<file path="src/rtl/code_lock_core_pkg.sv">
// Shared definitions for the code lock core.
// State codes are also decoded by the display logic.
package code_lock_core_pkg;

  localparam logic [2:0] ST_LOCKED  = 3'd0;
  localparam logic [2:0] ST_CHECK   = 3'd1;
  localparam logic [2:0] ST_OPEN    = 3'd2;
  localparam logic [2:0] ST_PROG    = 3'd3;
  localparam logic [2:0] ST_LOCKOUT = 3'd4;

  function automatic int max_int(
    input int a,
    input int b
  );
    return (a > b) ? a : b;
  endfunction

endpackage

</file>
<file path="src/rtl/code_lock_core_timer.sv">
// Loadable down-counter shared by lockout and auto-relock.
// Saturates at zero; load has priority over decrement.
module code_lock_core_timer #(
  parameter int W = 8
) (
  input  logic         clk,
  input  logic         rst_n,
  input  logic         load,
  input  logic [W-1:0] load_val,
  input  logic         dec,
  output logic         zero
);

  logic [W-1:0] value;

  // count down, never wrapping below zero
  always_ff @(posedge clk or negedge rst_n) begin
    if (!rst_n) begin
      value <= '0;
    end else if (load) begin
      value <= load_val;
    end else if (dec && (value != '0)) begin
      value <= value - W'(1);
    end
  end

  assign zero = (value == '0);

endmodule

</file>
<file path="src/rtl/code_lock_core.sv">
// Multi-digit code lock: entry, check, reprogram,
// retry lockout and optional auto-relock.
module code_lock_core
  import code_lock_core_pkg::*;
#(
  parameter int DIGITS   = 4,
  parameter int DIG_W    = 4,
  parameter logic [DIGITS*DIG_W-1:0] DEFAULT_PWD = 16'h1234,
  parameter int MAX_TRY  = 3,
  parameter int LOCK_CYC = 1000,
  parameter int OPEN_CYC = 0
) (
  input  logic                         clk,
  input  logic                         rst_n,
  input  logic [DIG_W-1:0]             digit_in,
  input  logic                         enter_trig,
  input  logic                         init_trig,
  output logic                         unlocked,
  output logic                         alarm,
  output logic                         result_vld,
  output logic                         result_ok,
  output logic [$clog2(DIGITS+1)-1:0]  entry_cnt,
  output logic [$clog2(MAX_TRY+1)-1:0] fail_cnt,
  output logic [2:0]                   state_o,
  output logic [DIGITS*DIG_W-1:0]      entry_buf
);

  localparam int BW = DIGITS * DIG_W;
  localparam int CW = $clog2(DIGITS + 1);
  localparam int FW = $clog2(MAX_TRY + 1);
  localparam int TW = $clog2(max_int(LOCK_CYC, OPEN_CYC) + 1);
  localparam int OPEN_LD = (OPEN_CYC > 0) ? OPEN_CYC - 1 : 0;

  localparam logic [TW-1:0] LOCK_VAL = TW'(LOCK_CYC - 1);
  localparam logic [TW-1:0] OPEN_VAL = TW'(OPEN_LD);
  localparam logic [CW-1:0] LAST     = CW'(DIGITS - 1);
  localparam logic [FW-1:0] FAIL_MAX = FW'(MAX_TRY);
  localparam logic          AUTO     = (OPEN_CYC != 0);

  logic [2:0]    state;
  logic [2:0]    state_d;
  logic [BW-1:0] pwd;
  logic [BW-1:0] pwd_d;
  logic [BW-1:0] buf_d;
  logic [CW-1:0] cnt_d;
  logic [FW-1:0] fail_d;
  logic          vld_d;
  logic          ok_d;
  logic          tmr_load;
  logic          tmr_dec;
  logic [TW-1:0] tmr_val;
  logic          tmr_zero;
  logic          ent;
  logic          ini;
  logic [BW-1:0] shifted;
  logic [CW-1:0] cnt_inc;
  logic [FW-1:0] fail_inc;

  // init_trig wins when both pulses coincide
  assign ini = init_trig;
  assign ent = enter_trig & ~init_trig;

  assign shifted  = (entry_buf << DIG_W) | BW'(digit_in);
  assign cnt_inc  = entry_cnt + CW'(1);
  assign fail_inc = fail_cnt + FW'(1);

  code_lock_core_timer #(
    .W (TW)
  ) u_timer (
    .clk      (clk),
    .rst_n    (rst_n),
    .load     (tmr_load),
    .load_val (tmr_val),
    .dec      (tmr_dec),
    .zero     (tmr_zero)
  );

  // next-state and datapath decisions
  always_comb begin
    state_d  = state;
    pwd_d    = pwd;
    buf_d    = entry_buf;
    cnt_d    = entry_cnt;
    fail_d   = fail_cnt;
    vld_d    = 1'b0;
    ok_d     = 1'b0;
    tmr_load = 1'b0;
    tmr_dec  = 1'b0;
    tmr_val  = LOCK_VAL;
    unique case (state)
      ST_LOCKED: begin
        if (ini) begin
          buf_d = '0;
          cnt_d = '0;
        end else if (ent) begin
          buf_d = shifted;
          cnt_d = cnt_inc;
          if (entry_cnt == LAST) begin
            state_d = ST_CHECK;
          end
        end
      end
      ST_CHECK: begin
        buf_d = '0;
        cnt_d = '0;
        vld_d = 1'b1;
        if (entry_buf == pwd) begin
          ok_d     = 1'b1;
          fail_d   = '0;
          state_d  = ST_OPEN;
          tmr_load = AUTO;
          tmr_val  = OPEN_VAL;
        end else begin
          fail_d = fail_inc;
          if (fail_inc == FAIL_MAX) begin
            state_d  = ST_LOCKOUT;
            tmr_load = 1'b1;
            tmr_val  = LOCK_VAL;
          end else begin
            state_d = ST_LOCKED;
          end
        end
      end
      ST_OPEN: begin
        tmr_dec = AUTO;
        if (ini) begin
          state_d = ST_PROG;
          buf_d   = '0;
          cnt_d   = '0;
        end else if (ent) begin
          state_d = ST_LOCKED;
        end else if (AUTO && tmr_zero) begin
          state_d = ST_LOCKED;
        end
      end
      ST_PROG: begin
        if (ini) begin
          buf_d    = '0;
          cnt_d    = '0;
          state_d  = ST_OPEN;
          tmr_load = AUTO;
          tmr_val  = OPEN_VAL;
        end else if (ent) begin
          if (entry_cnt == LAST) begin
            pwd_d   = shifted;
            vld_d   = 1'b1;
            ok_d    = 1'b1;
            buf_d   = '0;
            cnt_d   = '0;
            state_d = ST_LOCKED;
          end else begin
            buf_d = shifted;
            cnt_d = cnt_inc;
          end
        end
      end
      ST_LOCKOUT: begin
        tmr_dec = 1'b1;
        if (tmr_zero) begin
          state_d = ST_LOCKED;
          fail_d  = '0;
        end
      end
      default: begin
        state_d = ST_LOCKED;
      end
    endcase
  end

  // register state and every output
  always_ff @(posedge clk or negedge rst_n) begin
    if (!rst_n) begin
      state      <= ST_LOCKED;
      pwd        <= DEFAULT_PWD;
      entry_buf  <= '0;
      entry_cnt  <= '0;
      fail_cnt   <= '0;
      result_vld <= 1'b0;
      result_ok  <= 1'b0;
      unlocked   <= 1'b0;
      alarm      <= 1'b0;
    end else begin
      state      <= state_d;
      pwd        <= pwd_d;
      entry_buf  <= buf_d;
      entry_cnt  <= cnt_d;
      fail_cnt   <= fail_d;
      result_vld <= vld_d;
      result_ok  <= ok_d;
      unlocked   <= (state_d == ST_OPEN) || (state_d == ST_PROG);
      alarm      <= (state_d == ST_LOCKOUT);
    end
  end

  assign state_o = state;

endmodule

</file>
<file path="config.mk">
export PLATFORM = sky130hd
export DESIGN_NAME = code_lock_core
export DESIGN_NICKNAME = d
export VERILOG_FILES = /design/src/rtl/code_lock_core_pkg.sv /design/src/rtl/code_lock_core_timer.sv /design/src/rtl/code_lock_core.sv
export SDC_FILE = /design/constraint.sdc
export NUM_CORES = 1
export LEC_CHECK = 0
export ABC_AREA = 0
export BUFFER_PORTS_ARGS = -buffer_cell sky130_fd_sc_hd__clkbuf_2
export CAP_MARGIN = 40
export CORE_MARGIN = 2
export CORE_UTILIZATION = 59
export CTS_BUF_LIST = sky130_fd_sc_hd__clkbuf_8
export DETAILED_ROUTE_END_ITERATION = 10
export PLACE_DENSITY = 0.88
export SLEW_MARGIN = 20
export SYNTH_ARGS = -nofsm -noshare
export SYNTH_HDL_FRONTEND = slang
export SYNTH_HIERARCHICAL = 1
export SYNTH_SLANG_ARGS = --single-unit
</file>
<file path="constraint.sdc">
create_clock -name clk -period 2.41 [get_ports clk]
set_input_delay 0.1205 -clock clk [delete_from_list [all_inputs] [get_ports clk]]
set_output_delay 0.1205 -clock clk [all_outputs]
set_load 0.03 [all_outputs]
</file>
==> flow_summary.ini <==
[sta]
tns_ns = 0
finalCriticalPeriod_ns = 2.17
fin_worst_skew_ns = 0.00589
clock.fmax_mhz = 460
slew_violations = 0
whs_ns = 0.0424
worst_slack_ns = 0.237
period_share_pct = 90.2
rsz0062_at_grt = no
setup_viol = 0
worst_pin_slew_ns = 0.845
relSlewSlack_pct = 43.5
hold_viol_final = 0

[clock_tree]
post_cts.repair.setup_buffers = 0
cts_made_buffers = 5
cts_buffer_depth = 2
clkTransAtPathRegs_ns = 0.10
h-tree-depth = 2
cts_sinks = 54
cts_root_buf = clkbuf_8
tritoncts = built
clk_latency_ns = 0.31

[synth]
synth_edf_count = 0
synth_seq_area_share_pct = 50.1
async_flop_share_pct = 100
yosysUniqueCellTypes = 53
synth.top_cell.area_share_pct = 45.3
synthFlopType = dfrtp_1
postSynthCellCount = 228
syn_area_mm2 = 0.00271
syn_avg_cell_area_um2 = 11.9
ys_ff_latch = 54
synthTopCellsByArea = dfrtp_1 (45%), mux2_2 (7.9%), xnor2_1 (5.8%)
yosys_warnings = 6
synth_largest_area_cell = dfrtp_1

[power_and_ir_drop]
power.density_mw_per_mm2 = 659
leakage_nw = 1.41
p_total_mw = 1.99
max-vdd-ir-drop_mv = 0.500

[finish]
area_growth_pct = 11.6
layout_common_cells = dfrtp_1 (49), clkbuf_2 (35), mux2_2 (19)
post-route-util_pct = 69.0
antenna_cells = 0
layout-drive-gt1-share_pct = 35.4
fin_area_mm2 = 0.00302
nets = 283
finalNonFillerCells = 323
layout_commonest_cell = dfrtp_1

[worst_setup_path]
path_class = register to register
cp-startpoint = entry_cnt[1]$_DFFE_PN0P_
arrival_ns = 2.38
critPathRequiredTime_ns = 2.61
cp_max_fo = 18
r2r_start = entry_cnt[1]$_DFFE_PN0P_
cp-start-kind = register
end_kind = register

[die]
die_w_um = 71.8
start_util_pct = 61.8
die_h_um = 71.8
core_area_mm2 = 0.00438
die_area_mm2 = 0.00515
ios = 36
row_count = 24

[status]
status = completed

[routing]
drt_iter0_drc = 104
wirelength_mm = 5.23
vias = 1888
wl_per_cell_um = 16.2
drtPass1Iterations = 4
drc_errors = 0
ant_nets = 0
viasPerCell = 5.85

[placed_design]
place.detailed.hpwl_mm = 3.81
placed_cells = 314
dpl_cell_area_mm2 = 0.00293
pre_cts_ws_ns = 0.261
gp_congestion = 0.790
numPortBuffers = 35

[global_route]
antenna_found_initial = 0
grt_pass1_vias = 1694
grt.total_usage_pct = 21.3
grt_max_degree = 40
grt_overflow = 0
grt_pass1_wl_mm = 8.40

[worst_hold_path]
hold_class = primary input to register
hp-start = digit_in[0]

[job]
drv_cap = 0
## registers in the layout (all words and copies together), names as in the netlist
signal,cells
result_ok,1
result_vld,1
u_timer/value,10
state_o,3
fail_cnt,2
alarm,1
entry_buf,16
pwd,16
unlocked,1
entry_cnt,3
## worst paths after layout
kind                                                 to  slack [ns]  depth (start not counted)
min reg2reg                          pwd[1]$_DFFE_PN0P_        0.54                          1
max reg2reg                          pwd[0]$_DFFE_PN0P_        0.24                          6
max in group asynchronous           pwd[12]$_DFFE_PN1P_        1.32                          3
max                                  pwd[0]$_DFFE_PN0P_        0.24                          6
min                            entry_buf[0]$_DFFE_PN0P_        0.04                          2
min in group asynchronous  u_timer/value[8]$_DFFE_PN0P_        0.25                          2
## synthesized netlist by cell type, drive strengths merged (2+ instances only)
master,count
dfstp,5
and3,2
buf,8
o31a,2
xnor2,18
a22o,17
nand4,6
nand3,3
o21ai,10
inv,11
xor2,2
mux2,20
nand2,11
nor3,4
dfrtp,49
nand2b,2
a21o,2
clkbuf,2
a21oi,6
o22ai,2
ha,5
nor3b,2
nor2,7
or4,2
a21bo,3
o31ai,3
or3,2
nor4,2
nor2b,5
## worst max-delay path, stage by stage, from the launching register on
cell and delay (ns):
dfrtp_1 0.38, ha_1 0.19, ha_1 0.19, nand2_1 0.07
nor2_1 0.14, and3_1 0.67, mux2_2 0.41
## metal layers
metal | vias up | wire length [um] | track usage (%)
met1 | 923 | 2380 | 30.0
li1 | 908 | - | -
met3 | 7 | 258 | 4.92
met2 | 50 | 2520 | 32.5
met5 | - | 0 | 0
met4 | 0 | 76 | 7.76
## power by group
part	internal [mW]	total, mW	switching (mW)
Clock	0.202	0.498	0.297
Sequential	0.965	1.04	0.0735
Combinational	0.172	0.456	0.284
Total	1.34	1.99	0.654
## cells by family after synthesis
| logic type | Yosys count | share of synthesized area, % |
|---|---|---|
| flip-flops | 54 | 50.1 |
| AND/OR/NAND/NOR | 53 | 12.1 |
| AO/OA/AOI/OAI | 52 | 15.2 |
| multiplexers | 21 | 8.68 |
| buffers and inverters | 21 | 4.67 |
| XOR/XNOR | 20 | 6.47 |
| adder cells (fa/ha/maj) | 6 | 2.73 |
| other | 1 | 0.138 |
## area by class of cell
cell class,count,area [um^2]
clock buffer,5,68.8
clock inverter,3,17.5
fill,336,1360
inverter,11,41.3
multi-input combinational,154,1230
sequential,54,1360
tap,52,65.1
timing repair buffer,44,245
## repair_timing
action                    in CTS  in global routing
hold endpoints to repair      13                  0
hold buffers                   1                  0
resized for setup              0                  0
Power figures use the tool's default switching activity.
